### config.mk
export PLATFORM = sky130hd
export DESIGN_NAME = score_display_mux_flat
export DESIGN_NICKNAME = d
export VERILOG_FILES = /design/src/rtl/score_display_mux_pkg.sv /design/src/rtl/score_display_mux_if.sv /design/src/rtl/score_display_mux_bcd_to_seg7.sv /design/src/rtl/score_display_mux.sv /design/src/flat_wrapper.sv
export SDC_FILE = /design/constraint.sdc
export NUM_CORES = 1
export LEC_CHECK = 0
export CAP_MARGIN = 20
export CORE_ASPECT_RATIO = 1.1
export CORE_MARGIN = 8
export CORE_UTILIZATION = 26
export DETAILED_ROUTE_END_ITERATION = 8
export GPL_TIMING_DRIVEN = 0
export SYNTH_ARGS = -nofsm -noshare
export SYNTH_HDL_FRONTEND = slang
export SYNTH_SLANG_ARGS = --single-unit
### constraint.sdc
create_clock -name clk -period 2 [get_ports clk]
set_input_delay 0.5 -clock clk [delete_from_list [all_inputs] [get_ports clk]]
set_output_delay 0.5 -clock clk [all_outputs]
set_load 0.1 [all_outputs]
### src/rtl/score_display_mux_pkg.sv
// Shared segment patterns, digit index type and anode helpers for the score display.
// Pure declarations; no timing or flow control.
// No backpressure: constants only.
package score_pkg;

    typedef logic [1:0] digit_idx_t;

    localparam digit_idx_t IDX_RESET = 2'd3;
    localparam logic [3:0] AN_OFF    = 4'b1111;

    // Active-low {g,f,e,d,c,b,a}
    localparam logic [6:0] SEG_0     = 7'h40;
    localparam logic [6:0] SEG_1     = 7'h79;
    localparam logic [6:0] SEG_2     = 7'h24;
    localparam logic [6:0] SEG_3     = 7'h30;
    localparam logic [6:0] SEG_4     = 7'h19;
    localparam logic [6:0] SEG_5     = 7'h12;
    localparam logic [6:0] SEG_6     = 7'h02;
    localparam logic [6:0] SEG_7     = 7'h78;
    localparam logic [6:0] SEG_8     = 7'h00;
    localparam logic [6:0] SEG_9     = 7'h10;
    localparam logic [6:0] SEG_DASH  = 7'h3F;
    localparam logic [6:0] SEG_BLANK = 7'h7F;

    // idx0 drives an[3], idx3 drives an[0]
    function automatic logic [3:0] an_onehot(digit_idx_t idx);
        return ~(4'b1000 >> idx);
    endfunction

endpackage

### src/rtl/score_display_mux_if.sv
// Score inputs and display pins bundled for the score display mux.
// No latency; wires only.
// No backpressure: scores are level inputs, display pins are free-running outputs.
interface score_display_mux_if;
    logic [3:0] p1_tens;
    logic [3:0] p1_ones;
    logic [3:0] p2_tens;
    logic [3:0] p2_ones;
    logic [6:0] seg;
    logic [3:0] an;
    logic       dp;

    modport master (
        output p1_tens, p1_ones, p2_tens, p2_ones,
        input  seg, an, dp
    );

    modport slave (
        input  p1_tens, p1_ones, p2_tens, p2_ones,
        output seg, an, dp
    );
endinterface

### src/rtl/score_display_mux_bcd_to_seg7.sv
// BCD digit to active-low seven-segment pattern; non-BCD codes show a dash.
// Combinational, zero latency.
// No backpressure.
module bcd_to_seg7
    import score_pkg::*;
(
    input  logic [3:0] i_bcd,
    output logic [6:0] o_seg
);
    always_comb begin
        o_seg = SEG_DASH;
        case (i_bcd)
            4'd0:    o_seg = SEG_0;
            4'd1:    o_seg = SEG_1;
            4'd2:    o_seg = SEG_2;
            4'd3:    o_seg = SEG_3;
            4'd4:    o_seg = SEG_4;
            4'd5:    o_seg = SEG_5;
            4'd6:    o_seg = SEG_6;
            4'd7:    o_seg = SEG_7;
            4'd8:    o_seg = SEG_8;
            4'd9:    o_seg = SEG_9;
            default: o_seg = SEG_DASH;
        endcase
    end
endmodule

### src/rtl/score_display_mux.sv
// Four-digit multiplexed score display; snapshots both scores once per frame. Option: LEADING_ZERO_BLANK_EN.
// Outputs registered on each scan tick; each digit lit SCAN_DIV cycles, frame 4*SCAN_DIV.
// No backpressure: free-running scan, inputs sampled at frame start.
module score_display_mux
    import score_pkg::*;
#(
    parameter int SCAN_DIV = 50000
) (
    input  logic               clk,
    input  logic               reset,
    score_display_mux_if.slave bus
);
    localparam int               DIV_W    = $clog2(SCAN_DIV);
    localparam logic [DIV_W-1:0] DIV_LAST = DIV_W'(SCAN_DIV - 1);
    localparam logic [DIV_W-1:0] DIV_ONE  = DIV_W'(1);

    logic [DIV_W-1:0] r_div;
    digit_idx_t       r_idx;
    logic [15:0]      r_snap;
    logic [6:0]       r_seg;
    logic [3:0]       r_an;
    logic             r_dp;

    logic             w_tick;
    digit_idx_t       w_idx_nxt;
    logic [15:0]      w_live;
    logic [3:0]       w_digit;
    logic [6:0]       w_seg_dec;
    logic [6:0]       w_seg;

    always_comb begin
        w_tick    = (r_div == DIV_LAST);
        w_idx_nxt = r_idx + 2'd1;
        w_live    = {bus.p1_tens, bus.p1_ones, bus.p2_tens, bus.p2_ones};
        // Frame-start digit comes from the live inputs, since the snapshot loads on this same edge
        case (w_idx_nxt)
            2'd0:    w_digit = bus.p1_tens;
            2'd1:    w_digit = r_snap[11:8];
            2'd2:    w_digit = r_snap[7:4];
            default: w_digit = r_snap[3:0];
        endcase
    end

    bcd_to_seg7 u_dec (
        .i_bcd (w_digit),
        .o_seg (w_seg_dec)
    );

    always_comb begin
`ifdef LEADING_ZERO_BLANK_EN
        // Even indices are tens digits
        w_seg = (!w_idx_nxt[0] && (w_digit == 4'd0)) ? SEG_BLANK : w_seg_dec;
`else
        w_seg = w_seg_dec;
`endif
    end

    always_ff @(posedge clk) begin
        if (reset) begin
            r_div  <= '0;
            r_idx  <= IDX_RESET;
            r_snap <= '0;
            r_seg  <= SEG_BLANK;
            r_an   <= AN_OFF;
            r_dp   <= 1'b1;
        end else begin
            r_div <= w_tick ? '0 : r_div + DIV_ONE;
            if (w_tick) begin
                r_idx <= w_idx_nxt;
                if (w_idx_nxt == 2'd0) begin
                    r_snap <= w_live;
                end
                r_seg <= w_seg;
                r_an  <= an_onehot(w_idx_nxt);
                r_dp  <= (w_idx_nxt == 2'd1) ? 1'b0 : 1'b1;
            end
        end
    end

    assign bus.seg = r_seg;
    assign bus.an  = r_an;
    assign bus.dp  = r_dp;

endmodule

### src/flat_wrapper.sv
// flat-port wrapper written by rule: the top's interface ports become plain ports
module score_display_mux_flat import score_pkg::*;
#(
    parameter int SCAN_DIV = 50000
)
  (clk, reset, bus_p1_tens, bus_p1_ones, bus_p2_tens, bus_p2_ones, bus_seg, bus_an, bus_dp);
  score_display_mux_if bus_i ();
  input  logic clk;
  input  logic reset;
  input wire logic [$bits(bus_i.p1_tens)-1:0] bus_p1_tens;
  input wire logic [$bits(bus_i.p1_ones)-1:0] bus_p1_ones;
  input wire logic [$bits(bus_i.p2_tens)-1:0] bus_p2_tens;
  input wire logic [$bits(bus_i.p2_ones)-1:0] bus_p2_ones;
  output wire logic [$bits(bus_i.seg)-1:0] bus_seg;
  output wire logic [$bits(bus_i.an)-1:0] bus_an;
  output wire logic [$bits(bus_i.dp)-1:0] bus_dp;
  assign bus_i.p1_tens = bus_p1_tens;
  assign bus_i.p1_ones = bus_p1_ones;
  assign bus_i.p2_tens = bus_p2_tens;
  assign bus_i.p2_ones = bus_p2_ones;
  assign bus_seg = bus_i.seg;
  assign bus_an = bus_i.an;
  assign bus_dp = bus_i.dp;
  score_display_mux #(.SCAN_DIV(SCAN_DIV)) u_core (.clk(clk), .reset(reset), .bus(bus_i));
endmodule
==> flow_metrics.tcl, run 1 <==
set metrics [dict create \
    vias_per_cell 4.69 \
    maxSlewViolCount 0 \
    cts_root_buf "clkbuf_8" \
    setup_violations 6 \
    r2r_cells 6 \
    cts_tree "built" \
    yosys_warnings 0 \
    cts_buffer_depth 2 \
    slew-limit-headroom_pct 36.0 \
    p_sw_share_pct 20.6 \
    p_int_mw 1.29 \
    hp-start "u_core.r_snap[0]" \
    period_share_pct 100 \
    end_kind "flop" \
    cp.arrival_ns 2.17 \
    utilization_pct 37.8 \
    cts_buffers 5 \
    hold_viol_final 0 \
    cp_data_required_time_ns 2.16 \
    globalRouteTotalUtil_pct 8.82 \
    crit_fanout 5 \
    grt_pass1_wl_mm 7.77 \
    power.leakage_nw 0.945 \
    syn_area_um2 1910 \
    overflow 0 \
    power.switching_mw 0.333 \
    power_density_nw_per_um2 608 \
    crit_chain "or4_4, or4_4, or2_4, buf_8, nand2_2, a21oi_2" \
    drive_gt1_share_pct 29.6 \
    syn_to_final_growth_pct 39.5 \
    nNetsFinal 296 \
    combPwrFrac_pct 6.8 \
    syn_avg_cell_area_um2 8.44 \
    start_util_pct 27.1 \
    first_pass_iters 5 \
    worst_pin_slew_ns 0.964 \
    cap_viol_max_count 0 \
    htreeDepth 2 \
    synth_cell_types 37 \
    r2r_slack_ns -0.008 \
    reg2reg_to "u_core.r_snap[1]" \
    ys_seq_area_share_pct 43.0 \
    fin_total_pwr_mw 1.62 \
    crit_path_start_kind "flop" \
    slowest_delay_ns 0.52 \
    io_pins 30 \
    startpoint "u_core.r_div[12]" \
    vdd_drop_max_mv 0.484 \
    clockPowerShare_pct 42.4 \
    place_ws_ns -0.304 \
    worstSetupPathType "flop to flop" \
    antenna_found_initial 0 \
    dpl_cell_area_um2 2300 \
    synthAdderAreaFrac_pct 5.90 \
    min_path_cells 2 \
    rsz0062_at_grt "yes" \
    fmax_mhz 498 \
    ys_ff_latch 41 \
    cts_sinks 41 \
    die_area_um2 10300 \
    yosys.area.top_type_share_pct 43.0 \
    drtIter0Drc 38 \
    synth_top_family_by_area "simple AND/OR/NAND/NOR gates" \
    status "complete, but fails checks" \
    core_um2 7050 \
    insertion_delay_ns 0.29 \
    reg2reg_from "u_core.r_div[12]" \
    synth_simple_gate_area_share_pct 23.8 \
    cpMostUsedCell "or4_4" \
    hold_class "flop to flop" \
    drt-total-wl_mm 4.55 \
    num_antenna_cells 0 \
    die_h_um 106 \
    yosys-mux-area-fraction_pct 2.75 \
    hold_end "u_core.r_snap[0]" \
    seqPwrFrac_pct 50.9 \
    final_cell_mix "dfxtp_1 (35), nand2_1 (29), nor2_1 (23), clkdlybuf4s50_1 (16), a21oi_1 (12)" \
    fin_ws_ns -0.00811 \
    grt_max_degree 13 \
    grt_pass1_vias 1683 \
    synth_compound_area_share_pct 14.3 \
    synth_nets 253 \
    wl_per_cell_um 12.8 \
    synth_area_leaders "dfxtp_1 (43%), nand2_1 (7.7%), ha_1 (5.9%)" \
    syn_inst 226 \
    drc 0 \
    fin_worst_skew_ns 0.00762 \
    port_buffers 28 \
    vias 1664 \
    finalCriticalPeriod_ns 2.01 \
    ant_nets 0 \
    gp_congestion 0.805 \
    final_common_cell "dfxtp_1" \
    crit_path_top_delay_cell "or4_4" \
    violations "negative setup slack" \
    tns_ns -0.0206 \
    yosysTopAreaCell "dfxtp_1" \
    synth_xor_area_share_pct 4.59 \
    stdcell_area_um2 2660 \
    rows 32 \
    place.detailed.hpwl_mm 3.19 \
    clkTransAtPathRegs_ns 0.08 \
    die_w_um 97.7 \
]
-- sequential cells by signal, summed over array words and instances, names as in the netlist --
signal and flops:
u_core.r_snap 12, u_core.r_div 16, u_core.bus.seg 7, u_core.r_idx 2, u_core.bus.an 4
-- worst max-delay path: cells and delay by family (launching register included) --
kind / cells / cell delay [ns]
compound gates: 1 / 0.04
buf+inv: 1 / 0.15
flops: 1 / 0.34
simple gates: 4 / 1.37
-- synth_stat cells, drive strengths merged --
cell type,instances
a32o,1
nand3b,1
a211o,4
o21ai,6
a31oi,1
and2,1
nor3,1
mux2,2
or2,2
or4,4
a21oi,21
buf,6
nor4,2
inv,11
nand4,2
clkbuf,5
a222oi,4
a221oi,1
dfxtp,41
mux2i,3
nand4b,2
o211ai,2
or3,5
nand2,39
nor2,24
xor2,7
nand3,11
xnor2,3
o21bai,2
a21boi,1
nand4bb,1
nand2b,1
ha,9
-- final cells by class --
class,instances,area [um^2]
fillers,739,4380
repair buffers,38,338
plain buffers,9,67.6
flip-flops and latches,41,833
clock buffers,7,86.3
multi-input cells,163,1160
well taps,85,106
inverters,11,41.3
clock inverters,1,30.0
-- power groups by stage --
stage / combinational (mW) / sequential [mW] / clock, mW
after floorplan: 0.0432 / 0.843 / 0
after global placement: 0.0863 / 0.843 / 0
after detailed placement: 0.0868 / 0.844 / 0
after CTS: 0.0974 / 0.825 / 0.706
after global routing: 0.120 / 0.824 / 0.734
final: 0.109 / 0.823 / 0.686
-- worst max path at each step --
stage                        end  slack, ns  cells past startpoint
4_1_cts         u_core.r_snap[1]      -0.06                      7
3_3_place_gp   u_core.bus.seg[5]      -0.39                      4
2_1_floorplan  u_core.bus.seg[3]       0.02                      5
5_1_grt         u_core.r_snap[1]      -0.06                      6
6_report        u_core.r_snap[1]     -0.008                      6
3_5_place_dp   u_core.bus.seg[3]      -0.30                      8
-- per-stage QoR --
stage,cells,hold slack (ns)
2_1_floorplan,226,0.418
3_3_place_gp,339,0.431
3_5_place_dp,340,0.448
4_1_cts,353,0.465
5_1_grt,355,0.485
6_report,355,0.464
-- timing repair --
item,CTS,global route
gates cloned,1,0
hold buffers,0,0
gates resized for setup,58,37
endpoints found under the setup margin,39,28
pin swaps,15,4
buffers inserted,5,3
-- layer usage --
metal	GRT usage (%)	share of wire, %	vias to the layer above
met5	0	0	-
met4	3.25	1.4	0
met3	2.42	4.1	6
met2	16.2	53	22
met1	9.41	42	770
li1	-	-	866
-- cells by family after synthesis --
kind of cell,count (synthesis)
compound gates,43
xor+xnor,10
fa+ha+maj,9
buf+inv,22
flops,41
mux,5
simple gates,96
Note: power is estimated with default switching activity, not from simulation.
==> inputs of run 2 (changes only) <==
--- a/config.mk
+++ b/config.mk
@@ -11,6 +11,7 @@
 export CORE_UTILIZATION = 26
 export DETAILED_ROUTE_END_ITERATION = 8
 export GPL_TIMING_DRIVEN = 0
+export PLACE_DENSITY = 0.43
 export SYNTH_ARGS = -nofsm -noshare
 export SYNTH_HDL_FRONTEND = slang
 export SYNTH_SLANG_ARGS = --single-unit
==> constraint.sdc (replaced) <==
create_clock -name clk -period 2.3 [get_ports clk]
set_input_delay 0.575 -clock clk [delete_from_list [all_inputs] [get_ports clk]]
set_output_delay 0.575 -clock clk [all_outputs]
set_load 0.1 [all_outputs]
==> run 2 against run 1 <==
Net effect:
- the run now ends clean
- via count down 2.1%
- count of clock-buffer cells in the layout unchanged
- hold slack worse by 0.013 ns
- non-clock buffer count down 8
- power down 21%
- critical endpoint is now bus_an[2]
- largest power group unchanged
==> flow_metrics.tcl, run 2 (synthesis gave the netlist of run 1 again) <==
set metrics [dict create \
    io_pins 30 \
    largest_register_ffs 16 \
    tns_ns 0 \
    hp-start "u_core.r_div[0]" \
    drive_gt1_share_pct 7.66 \
    finalCriticalPeriod_ns 2.17 \
    drtIter0Drc 46 \
    fin_total_pwr_mw 1.28 \
    num_antenna_cells 0 \
    drc 0 \
    core_um2 7050 \
    antenna_found_initial 0 \
    grt_max_degree 12 \
    drt-total-wl_mm 4.61 \
    ant_nets 0 \
    place.detailed.hpwl_mm 3.43 \
    setup_violations 0 \
    period_share_pct 94.3 \
    rsz0062_at_grt "no" \
    power.leakage_nw 0.855 \
    endpoint "bus_an[2]" \
    start_util_pct 27.1 \
    clkTransAtPathRegs_ns 0.07 \
    cts_buffers 5 \
    power_density_nw_per_um2 537 \
    cts_sinks 41 \
    crit_path_start_kind "flop" \
    end_kind "primary output" \
    final_cell_mix "dfxtp_1 (41), nand2_1 (39), nor2_1 (23), a21oi_1 (21), clkdlybuf4s50_1 (16)" \
    cap_viol_max_count 0 \
    cp.arrival_ns 1.59 \
    layout.cells.non_filler 346 \
    port_buffers 28 \
    wl_per_cell_um 13.3 \
    fmax_mhz 461 \
    vdd_drop_max_mv 0.266 \
    utilization_pct 33.8 \
    nNetsFinal 288 \
    cp_data_required_time_ns 1.73 \
    vias 1629 \
    slew-limit-headroom_pct 35.6 \
    cts_tree "built" \
    reg2reg_from "u_core.r_div[4]" \
    rows 32 \
    overflow 0 \
    gp_congestion 0.779 \
    cts_buffer_depth 2 \
    r2r_slack_ns 0.15 \
    hold_class "flop to flop" \
    reg2reg_to "u_core.r_div[8]" \
    die_area_um2 10300 \
    die_w_um 97.7 \
    insertion_delay_ns 0.29 \
    final_common_cell "dfxtp_1" \
    top_register "u_core.r_div" \
    startpoint "u_core.bus.an[2]" \
    status "complete, no violations" \
    grt_pass1_vias 1650 \
    r2r_cells 5 \
    cts_root_buf "clkbuf_8" \
    worstSetupPathType "flop to primary output" \
    crit_fanout 3 \
    htreeDepth 2 \
    maxSlewViolCount 0 \
    first_pass_iters 4 \
    fin_worst_skew_ns 0.00599 \
    syn_to_final_growth_pct 24.9 \
    hold_viol_final 0 \
    globalRouteTotalUtil_pct 9.26 \
    vias_per_cell 4.71 \
    grt_pass1_wl_mm 7.89 \
    place_inst 339 \
    die_h_um 106 \
    fillers 774 \
    worst_pin_slew_ns 0.969 \
]
-- run 2: changes by cell type in the layout (fill, tap and decap cells not counted), sizes merged --
cell	previous run	this run
clkbuf	17	11
bufinv	1	0
dlygate4sd2	0	12
buf	16	7
clkdlybuf4s15	5	0
-- run 2: worst max-delay path, cell delays in order, from the launching register on --
cell and delay (ns):
dfxtp_1 0.36, buf_4 0.11, dlygate4sd2_1 0.84
-- run 2: per-stage QoR --
step           setup slack (ns)  cell area, um^2  hold slack, ns
2_1_floorplan             0.269             1910           0.418
3_3_place_gp             -0.106             2290           0.435
3_5_place_dp             -0.106             2290           0.438
4_1_cts                  0.0702             2370           0.456
5_1_grt                0.000202             2380           0.479
6_report                  0.130             2380           0.451
-- run 2: routing by layer --
layer  track usage, %  wire (um)  part of all wire (%)  vias up
met2             16.0       2240                    49       23
met3             3.53        221                   4.8        4
li1                 -          -                     -      848
met4             3.03         42                  0.91        0
met5                0          0                     0        -
met1             10.2       2110                    46      754
-- run 2: repair_timing --
item	4_1_cts	5_1_grt
buffers inserted	0	1
setup endpoints to repair	17	6
pin swaps	0	2
hold buffers	0	0
resized for setup	13	3
-- run 2: worst min-delay path by stage --
| stage | end | slack, ns | depth (start not counted) |
|---|---|---|---|
| 6_report | u_core.r_div[0] | 0.45 | 1 |
| 5_1_grt | u_core.r_snap[0] | 0.48 | 2 |
| 4_1_cts | u_core.r_div[0] | 0.46 | 1 |
| 3_5_place_dp | u_core.r_div[0] | 0.44 | 1 |
| 3_3_place_gp | u_core.r_div[0] | 0.43 | 1 |
| 2_1_floorplan | u_core.r_div[0] | 0.42 | 1 |
-- run 2: area by class of cell --
type / count / area, um^2 / area share [%]
Buffer: 10 / 62.6 / 2.63
Sequential cell: 41 / 821 / 34.5
Inverter: 11 / 41.3 / 1.73
Timing Repair Buffer: 29 / 273 / 11.4
Multi-Input combinational cell: 163 / 992 / 41.6
Clock buffer: 7 / 86.3 / 3.62
Tap cell: 85 / 106 / 4.46
-- run 2: power by group --
group,switching (mW),internal (mW)
Combinational,0.0367,0.0423
Sequential,0.00330,0.714
Clock,0.245,0.238
==> inputs of run 3 (changes only) <==
--- a/config.mk
+++ b/config.mk
@@ -6,12 +6,12 @@
 export NUM_CORES = 1
 export LEC_CHECK = 0
 export CAP_MARGIN = 20
-export CORE_ASPECT_RATIO = 1.1
+export CORE_ASPECT_RATIO = 0.8
 export CORE_MARGIN = 8
-export CORE_UTILIZATION = 26
+export CORE_UTILIZATION = 30
 export DETAILED_ROUTE_END_ITERATION = 8
 export GPL_TIMING_DRIVEN = 0
-export PLACE_DENSITY = 0.43
+export PLACE_DENSITY = 0.48
 export SYNTH_ARGS = -nofsm -noshare
 export SYNTH_HDL_FRONTEND = slang
 export SYNTH_SLANG_ARGS = --single-unit
==> run 3 against run 2 <==
Net effect:
- largest cell class unchanged
- die area shrank 11%
- critical path depth did not move
- final area rose by 0.84%
- wire length decreased by 6.9%
- critical path type unchanged
- clock skew is 0.0050 ns higher
- global-route usage is 0.69 points higher
==> flow_metrics.tcl, run 3 (synthesis gave the netlist of run 1 again) <==
set metrics [dict create \
    top_register "u_core.r_div" \
    cts_root_buf "clkbuf_8" \
    place.detailed.hpwl_mm 3.24 \
    largest_register_ffs 16 \
    finalCriticalPeriod_ns 2.17 \
    cp.arrival_ns 1.59 \
    port_buffers 28 \
    cap_viol_max_count 0 \
    rsz0062_at_grt "no" \
    nNetsFinal 289 \
    grt_pass1_vias 1618 \
    final_cell_mix "dfxtp_1 (40), nand2_1 (39), nor2_1 (23), a21oi_1 (21), clkdlybuf4s50_1 (16)" \
    cts_sinks 41 \
    period_share_pct 94.1 \
    antenna_found_initial 0 \
    power.leakage_nw 0.871 \
    cts_buffers 5 \
    ant_nets 0 \
    crit_fanout 3 \
    fmax_mhz 462 \
    vdd_drop_max_mv 0.282 \
    vias 1616 \
    die_h_um 87.3 \
    start_util_pct 30.4 \
    grt_pass1_wl_mm 7.52 \
    hold_viol_final 0 \
    cts_tree "built" \
    drc 0 \
    globalRouteTotalUtil_pct 9.95 \
    io_pins 30 \
    overflow 0 \
    first_pass_iters 4 \
    worstSetupPathType "flop to primary output" \
    setup_violations 0 \
    drtIter0Drc 41 \
    hold_class "flop to flop" \
    end_kind "primary output" \
    fin_ws_ns 0.135 \
    wl_per_cell_um 12.4 \
    place_ws_ns -0.0983 \
    status "complete, no violations" \
    die_w_um 105 \
    drt-total-wl_mm 4.29 \
    htreeDepth 2 \
    drive_gt1_share_pct 8.78 \
    final_common_cell "dfxtp_1" \
    crit_path_start_kind "flop" \
    insertion_delay_ns 0.29 \
    clkTransAtPathRegs_ns 0.08 \
    fin_worst_skew_ns 0.0110 \
    cp_data_required_time_ns 1.73 \
    grt_max_degree 13 \
    power_density_nw_per_um2 562 \
    slew-limit-headroom_pct 36.0 \
    maxSlewViolCount 0 \
    num_antenna_cells 0 \
    rows 26 \
    fin_total_pwr_mw 1.35 \
    vias_per_cell 4.67 \
    cts_buffer_depth 2 \
    syn_to_final_growth_pct 25.9 \
    worst_pin_slew_ns 0.963 \
    gp_congestion 0.765 \
    core_um2 6280 \
    die_area_um2 9180 \
]
[run 3: cell count changes in the layout (fill, tap and decap cells not counted), sizes merged]
cell	before	now
bufinv	0	1
clkbuf	11	9
buf	7	8
clkinv	0	1
[run 3: final cells by class]
type,instances,area [um^2]
plain buffers,10,62.6
clock buffers,5,68.8
fillers,660,3880
repair buffers,30,278
clock inverters,2,35.0
inverters,11,41.3
multi-input cells,163,990
flip-flops and latches,41,822
well taps,84,105
[run 3: repair_timing]
item / CTS / global route
setup endpoints to repair: 12 / 7
hold buffers: 0 / 0
pin swaps: 0 / 2
gates resized for setup: 12 / 5
setup buffers: 0 / 1
[run 3: power breakdown]
part	internal, mW	switching, mW
combinational	0.0426	0.0364
clock	0.316	0.239
sequential	0.714	0.00332
total	1.07	0.278
[run 3: worst max-delay path, cell delays in order, from the launching register on]
cell	delay, ns
dfxtp_1	0.36
buf_4	0.11
dlygate4sd2_1	0.84
[run 3: path summary, 6_finish.rpt]
| kind | startpoint | to | slack [ns] | depth (start not counted) |
|---|---|---|---|---|
| max | u_core.bus.an[2] | bus_an[2] | 0.13 | 2 |
| min | u_core.r_snap[5] | u_core.r_snap[5] | 0.45 | 2 |
| max reg2reg | u_core.r_div[13] | u_core.r_snap[1] | 0.16 | 7 |
| min reg2reg | u_core.r_snap[5] | u_core.r_snap[5] | 0.45 | 2 |
[run 3: layer usage]
layer | GRT usage, % | up-vias | wire length [um]
li1 | - | 849 | -
met1 | 12.3 | 735 | 2090
met2 | 16.2 | 30 | 1920
met3 | 3.25 | 2 | 259
met4 | 2.71 | 0 | 15
met5 | 0 | - | 0
[run 3: through the flow]
stage | cells | util [%] | hold slack (ns) | cell area, um^2 | TNS, ns
after floorplan | 226 | - | 0.418 | 1910 | 0
after global routing | 346 | 38.3 | 0.477 | 2400 | 0
after global placement | 338 | 36.5 | 0.434 | 2290 | -0.595
after CTS | 346 | 38.0 | 0.457 | 2390 | 0
final | 346 | 38.3 | 0.453 | 2400 | 0
after detailed placement | 339 | 36.6 | 0.438 | 2300 | -0.356
